**src/rtl/ram16k_arbiter.sv**
```systemverilog
// Round-robin arbiter sharing one RAM16K between a CPU port (A) and a screen/DMA port (B),
// plus a sequencer that zeroes every word on command.
module ram16k_arbiter #(
  parameter int DEPTH = 16384,
  parameter int AW    = 14,
  parameter int DW    = 16
) (
  input  logic          clk,
  input  logic          reset,
  input  logic          a_req,
  input  logic          a_load,
  input  logic [AW-1:0] a_addr,
  input  logic [DW-1:0] a_wdata,
  output logic          a_gnt,
  output logic          a_rvalid,
  output logic [DW-1:0] a_rdata,
  input  logic          b_req,
  input  logic          b_load,
  input  logic [AW-1:0] b_addr,
  input  logic [DW-1:0] b_wdata,
  output logic          b_gnt,
  output logic          b_rvalid,
  output logic [DW-1:0] b_rdata,
  input  logic          clear_start,
  output logic          clear_busy,
  output logic          mem_load,
  output logic [AW-1:0] mem_address,
  output logic [DW-1:0] mem_in,
  input  logic [DW-1:0] mem_out
);

  typedef enum logic {S_IDLE, S_CLEAR} state_t;

  localparam logic [AW-1:0] LAST_ADDR = AW'(DEPTH - 1);

  state_t        r_state, w_state_nxt;
  logic [AW-1:0] r_cnt, w_cnt_nxt;
  logic          r_last, w_last_nxt;   // 1 = B was granted most recently
  logic          r_a_rv, r_b_rv;
  logic          w_a_gnt, w_b_gnt;

  always_comb begin
    w_state_nxt = r_state;
    w_cnt_nxt   = r_cnt;
    w_last_nxt  = r_last;
    w_a_gnt     = 1'b0;
    w_b_gnt     = 1'b0;
    mem_load    = 1'b0;
    mem_address = '0;
    mem_in      = '0;
    case (r_state)
      S_IDLE: begin
        w_a_gnt = a_req && (!b_req || r_last);
        w_b_gnt = b_req && !w_a_gnt;
        if (w_a_gnt) begin
          mem_load    = a_load;
          mem_address = a_addr;
          mem_in      = a_wdata;
          w_last_nxt  = 1'b0;
        end else if (w_b_gnt) begin
          mem_load    = b_load;
          mem_address = b_addr;
          mem_in      = b_wdata;
          w_last_nxt  = 1'b1;
        end
        if (clear_start) w_state_nxt = S_CLEAR;
      end
      S_CLEAR: begin
        mem_load    = 1'b1;
        mem_address = r_cnt;
        w_cnt_nxt   = r_cnt + 1'b1;
        if (r_cnt == LAST_ADDR) begin
          w_state_nxt = S_IDLE;
          w_cnt_nxt   = '0;
        end
      end
      default: w_state_nxt = S_IDLE;
    endcase
    // Reset cycles present a quiet bus regardless of the registered state.
    if (reset) begin
      w_a_gnt     = 1'b0;
      w_b_gnt     = 1'b0;
      mem_load    = 1'b0;
      mem_address = '0;
      mem_in      = '0;
    end
  end

  always_ff @(posedge clk) begin
    if (reset) begin
      r_state <= S_IDLE;
      r_cnt   <= '0;
      r_last  <= 1'b1;
      r_a_rv  <= 1'b0;
      r_b_rv  <= 1'b0;
    end else begin
      r_state <= w_state_nxt;
      r_cnt   <= w_cnt_nxt;
      r_last  <= w_last_nxt;
      r_a_rv  <= w_a_gnt && !a_load;
      r_b_rv  <= w_b_gnt && !b_load;
    end
  end

  assign a_gnt      = w_a_gnt;
  assign b_gnt      = w_b_gnt;
  assign a_rvalid   = r_a_rv && !reset;
  assign b_rvalid   = r_b_rv && !reset;
  assign a_rdata    = mem_out;
  assign b_rdata    = mem_out;
  assign clear_busy = (r_state == S_CLEAR) && !reset;

endmodule

```
**config.mk**
```make
export PLATFORM = sky130hd
export DESIGN_NAME = ram16k_arbiter
export DESIGN_NICKNAME = d
export VERILOG_FILES = /design/src/rtl/ram16k_arbiter.sv
export SDC_FILE = /design/constraint.sdc
export NUM_CORES = 1
export LEC_CHECK = 0
export CORE_MARGIN = 1
export CORE_UTILIZATION = 30
export CTS_CLUSTER_SIZE = 8
export DETAILED_ROUTE_END_ITERATION = 10
export HOLD_SLACK_MARGIN = 0.06
export PLACE_DENSITY = 0.85
export SKIP_CTS_REPAIR_TIMING = 1
export SKIP_LAST_GASP = 1
export SYNTH_ARGS = -nofsm -noshare
export SYNTH_HDL_FRONTEND = slang
export SYNTH_SLANG_ARGS = --single-unit
```
**constraint.sdc**
```tcl
create_clock -name clk -period 2 [get_ports clk]
set_clock_uncertainty 0.15 [all_clocks]
set_input_delay 0.2 -clock clk [delete_from_list [all_inputs] [get_ports clk]]
set_output_delay 0.2 -clock clk [all_outputs]
set_load 0.02 [all_outputs]
```
# After elaboration in Yosys (flattened, before gate mapping)
# Cells that the tools add are included.
# word_totals
reg_bits	18
in_bits	83
out_inout_bits	68
wordCells	45
# classes
n_addsub	1
eq_ne	1
mux	22
bitwise	1
reduce_logical	15
# ops
op	n
two-way mux 16 bit	4
two-way mux 14 bit	4
case mux 14 bit (2 select lines)	1
adder 14 x 1 -> 14 bit (second input constant)	1
== test 14 bit (second input constant)	1
two-way mux 1 bit	11
logical AND 1 bit	7
logical NOT 1 bit	5
case mux 1 bit (2 select lines)	2
AND reduction 2 bit	1
nonzero test 2 bit	1
logical OR 1 bit	1
NOT 1 bit	1

# Depth between registers and ports, before layout
# depth
ltp_word	9
depth_mapped	6
depth_no_buf	5

# Least setup slack after synthesis
# Ideal clock, no wire load.
# synth_path
path_type	register to output
from	register r_state
to	output mem_in[10]
arrival_time_ps	1376
required_ps	1650
path_slack_ps	274
path_stages_with_launch	6
path_buffers	2
cell_sequence	dfxtp_1 nor2_1 and3_1 buf_2 buf_2 a22o_1
# synth_between
elab_chain_len	2
# synth_rtl
element	line	rtl
from (decl)	36	state_t r_state, w_state_nxt;
from (signal assigned)	97	r_state <= w_state_nxt;
two-way mux 16 bit	51	case (r_state)
two-way mux 16 bit	80	if (reset) begin
to (decl)	28	output logic [DW-1:0] mem_in,
# Every way passes these cells.

# Worst setup path in the final report
# layout_path
from	input a_req
to	output mem_address[9]
# layout_between
elab_chain_len	7
# layout_rtl
element	line	rtl
from (decl)	10	input logic a_req,
logical AND 1 bit (*)	53	w_a_gnt = a_req && (!b_req || r_last);
logical NOT 1 bit	54	w_b_gnt = b_req && !w_a_gnt;
logical AND 1 bit	54	
two-way mux 14 bit	60	end else if (w_b_gnt) begin
two-way mux 14 bit (*)	55	if (w_a_gnt) begin
case mux 14 bit (2 select lines) (*)	51	
two-way mux 14 bit (*)	80	
to (decl)	27	output logic [AW-1:0] mem_address,
# Mark *: on every way between the ends. The rest lies on a longest branch, timed or not.

==> results.txt <==
The flow ran to the end, and the final reports show no timing, DRC or antenna violations. The largest buffer count on any clock path is 2. The number of ports placed on the die boundary came out at 151.

At the end of the flow, the number of nets in the layout was 344. The number of search-and-repair iterations in the first detailed-routing pass is 4. The number of DRC violations after detailed routing is 0. The effective utilization at floorplan is 31.6%.

The count of routing violations after the opening detailed-route iteration came out at 99. The synthesized instance count came out at 184. The antenna diode instance count is 0. The number of input and output port buffers inserted is 102.

The final number of hold-violating endpoints came to 0. The met2 layer usage reported by global route came out at 31.2%. For this run, the top clock speed supported by timing is 504 MHz. The die boundary width is 73.0 um. The synthesized net count came out at 268. Across all layers, the routed design uses 1,600 vias.

The number of global-route vias before repair is 1,542. A synthesized cell averages 8.21 um2. The total number of clock tree sinks is 18. The sum of internal, switching and leakage power is 1.04 mW. Routability-driven placement finished with a final weighted congestion of 0.831. Hold is met by 0.191 ns. Of the cells placed in the final design, the portion with a size suffix greater than 1 is 18.1%. The clock transition at the registers of the reported paths is 0.07 ns. The die footprint came out at 5320 um2. TritonCTS built the clock tree. The number of cells in the finished layout apart from fillers is 326. The maximum fanout encountered on the critical timing path came out at 29.

Yosys mapped the design onto 32 distinct sky130hd cell types. The slowest stage of the critical path is the sky130_fd_sc_hd__clkdlybuf4s50_1 cell. The worst setup path is launched from a primary input. Of all cell types, the one taking the most synthesized area is sky130_fd_sc_hd__dfxtp_1. The worst setup path is captured at an output pin.

The first global-routing pass estimated 7.07 mm of wire. The vertical die dimension came out at 73.0 um. Summed over all layers, the routed wires come to 4.41 mm. The required time at the endpoint of the critical path is 1.65 ns.

The layer flagged by global routing as most heavily used is met2. The clock network latency to the later pin of the worst-skew pair is 0.25 ns. The relative max-transition margin is 77.7%. The max-slew violation total from the final report came to 0. Global routing consumed, on the met3 layer, 4.56% of the routing resources.

Once placement finished, the instance area stood at 2430 um2. By area the synthesized netlist is led by sky130_fd_sc_hd__dfxtp_1, sky130_fd_sc_hd__buf_4, sky130_fd_sc_hd__a22o_1. CTS placed an instance of sky130_fd_sc_hd__clkbuf_8 at the clock tree root. The final critical delay including setup and external delays is 1.99 ns.

Setup repair after global routing could not meet its margin everywhere. The stage delay of the slowest cell on the critical path came out at 0.42 ns. The remaining global-route overflow came out at 0. The power density normalized to cell area came out at 437 nW/um2.

The max-capacitance violation count is 0. The setup slack on the worst flop-to-flop path is 0.28 ns. The total standard cell area after synthesis is 1510 um2. The initial antenna violation count came out at 0. The path type of the worst setup path is primary input to output pin.

The routed length per placed instance came out at 13.5 um. Entering global routing, the biggest net connects 30 pins. The signed area change from the synthesized netlist to the final layout came out at 57.4%. For met1 alone, demand over resource in global routing was 19.0%.

The total area inside the core boundary comes to 4790 um2. The path class of the tightest hold or removal check is primary input to flop. The number of H-tree levels came out at 1. In this run, CTS created clock tree buffers numbering 3. In the final layout, flip-flops and latches occupy 360 um2. Using the TritonRoute via totals, the vias-per-cell ratio works out to 4.91.

The total track usage came out at 17.0%. The top cell type's share of synthesized area is 23.9%. The cell count after placement is 322.

Data arrives at the worst endpoint at 1.64 ns. The count of synthesis-stage warnings from yosys came out at 0. The static leakage came out at 1.09 nW. For the pin with the worst max-slew slack, the measured transition is 0.331 ns. The flip-flop and latch count after synthesis is 18. The critical path goes through clkdlybuf4s50_1 -> a21boi_1 -> and2_1 -> buf_12 -> a221o_1 -> dlymetal6s2s_1. The final design area excluding fillers came out at 2380 um2.

The floorplan row count came out at 25. Summing the sequential cell areas from Yosys gives 23.9% of the chip area. Setup violations remaining at the end of the flow were counted as 0. The area taken by multi-input logic gates is 841 um2. In the finished design, the share of the clock period the worst path needs comes to 99.3%. The number of routed nets with antenna violations came out at 0. IR analysis of the VDD net gives a maximum drop of 194 uV. The layout filler cell count is 464. The placed wire-length estimate came out at 3.48 mm.
[stage by stage]
step | setup WS (ns) | utilization [%] | setup TNS [ns]
after detailed placement | -0.437 | 50.8 | -11.79
after CTS | -0.437 | 52.0 | -11.79
after global placement | -0.376 | 50.8 | -10.95
final | 0.0145 | 49.7 | 0
after floorplan | 0.274 | - | 0
after global routing | -0.0672 | 49.7 | -0.237
[area by class of cell]
cell class	instances	area share, %
inverters	3	0.474
repair buffers	114	43.2
well taps	67	3.53
flip-flops and latches	18	15.2
clock buffers	4	2.32
multi-input cells	120	35.4
[where the power goes]
part | switching (mW) | internal (mW) | leakage (nW)
Sequential | 0.00960 | 0.367 | 0.146
Clock | 0.120 | 0.175 | 0.0288
Combinational | 0.152 | 0.215 | 0.913
[registers in the layout, indices dropped and copies added, names as in the netlist]
name	count
r_state	1
r_cnt	14
r_a_rv	1
r_b_rv	1
r_last	1
[cells by family (layout without fill, tap and decap cells)]
family	Yosys count	in the layout	synth area share, %
XOR/XNOR	11	11	6.38
AO/OA/AOI/OAI	40	40	23.3
adder cells (fa/ha/maj)	1	1	0.828
AND/OR/NAND/NOR	68	68	25.2
buffers and inverters	46	121	20.5
flip-flops	18	18	23.9
[critical path: cells and delay by family]
family	cells	cell delay [ns]
compound gates	2	0.48
simple gates	1	0.16
buf+inv	3	0.78
[metal layers]
| metal | part of all wire [%] | wire, um |
|---|---|---|
| met5 | 0 | 0 |
| met4 | 1.5 | 65 |
| met3 | 9.0 | 398 |
| met2 | 49 | 2150 |
| met1 | 41 | 1790 |
[cell usage after synthesis, drive strengths merged]
cell type / number
a221oi: 4
nand2: 5
a22o: 17
clkbuf: 4
dfxtp: 18
xor2: 5
and3: 3
o31ai: 1
or3: 1
nor2: 16
nor4: 2
o22ai: 1
nand3: 5
xnor2: 6
o21ai: 1
a31oi: 1
a221o: 11
ha: 1
a21boi: 1
and4: 1
a31o: 1
a21oi: 1
buf: 39
nor2b: 8
nand2b: 2
nand4: 6
o21bai: 1
inv: 3
nor3: 5
and2: 14
[worst paths after layout]
check                              start        endpoint  cells past startpoint
worst max-delay path               a_req  mem_address[9]                      6
worst min-delay path               reset       r_cnt[10]                      3
worst max register to register  r_cnt[0]       r_cnt[12]                      5
worst min register to register    r_last          r_last                      2
[layout by cell type (no fill, tap or decap), types with 5 or more instances in the layout]
| cell | count |
|---|---|
| sky130_fd_sc_hd__a221o_1 | 11 |
| sky130_fd_sc_hd__clkdlybuf4s50_1 | 68 |
| sky130_fd_sc_hd__buf_4 | 10 |
| sky130_fd_sc_hd__clkbuf_2 | 18 |
| sky130_fd_sc_hd__nor2_1 | 16 |
| sky130_fd_sc_hd__nand4_1 | 5 |
| sky130_fd_sc_hd__xor2_1 | 5 |
| sky130_fd_sc_hd__buf_2 | 8 |
| sky130_fd_sc_hd__xnor2_1 | 6 |
| sky130_fd_sc_hd__and2_1 | 14 |
| sky130_fd_sc_hd__dfxtp_1 | 18 |
| sky130_fd_sc_hd__nand2_1 | 5 |
| sky130_fd_sc_hd__a22o_1 | 17 |
| sky130_fd_sc_hd__nor3_1 | 5 |
| sky130_fd_sc_hd__dlymetal6s2s_1 | 8 |
| sky130_fd_sc_hd__nor2b_1 | 8 |
| sky130_fd_sc_hd__nand3_1 | 5 |
(Power assumes the default switching activity.)
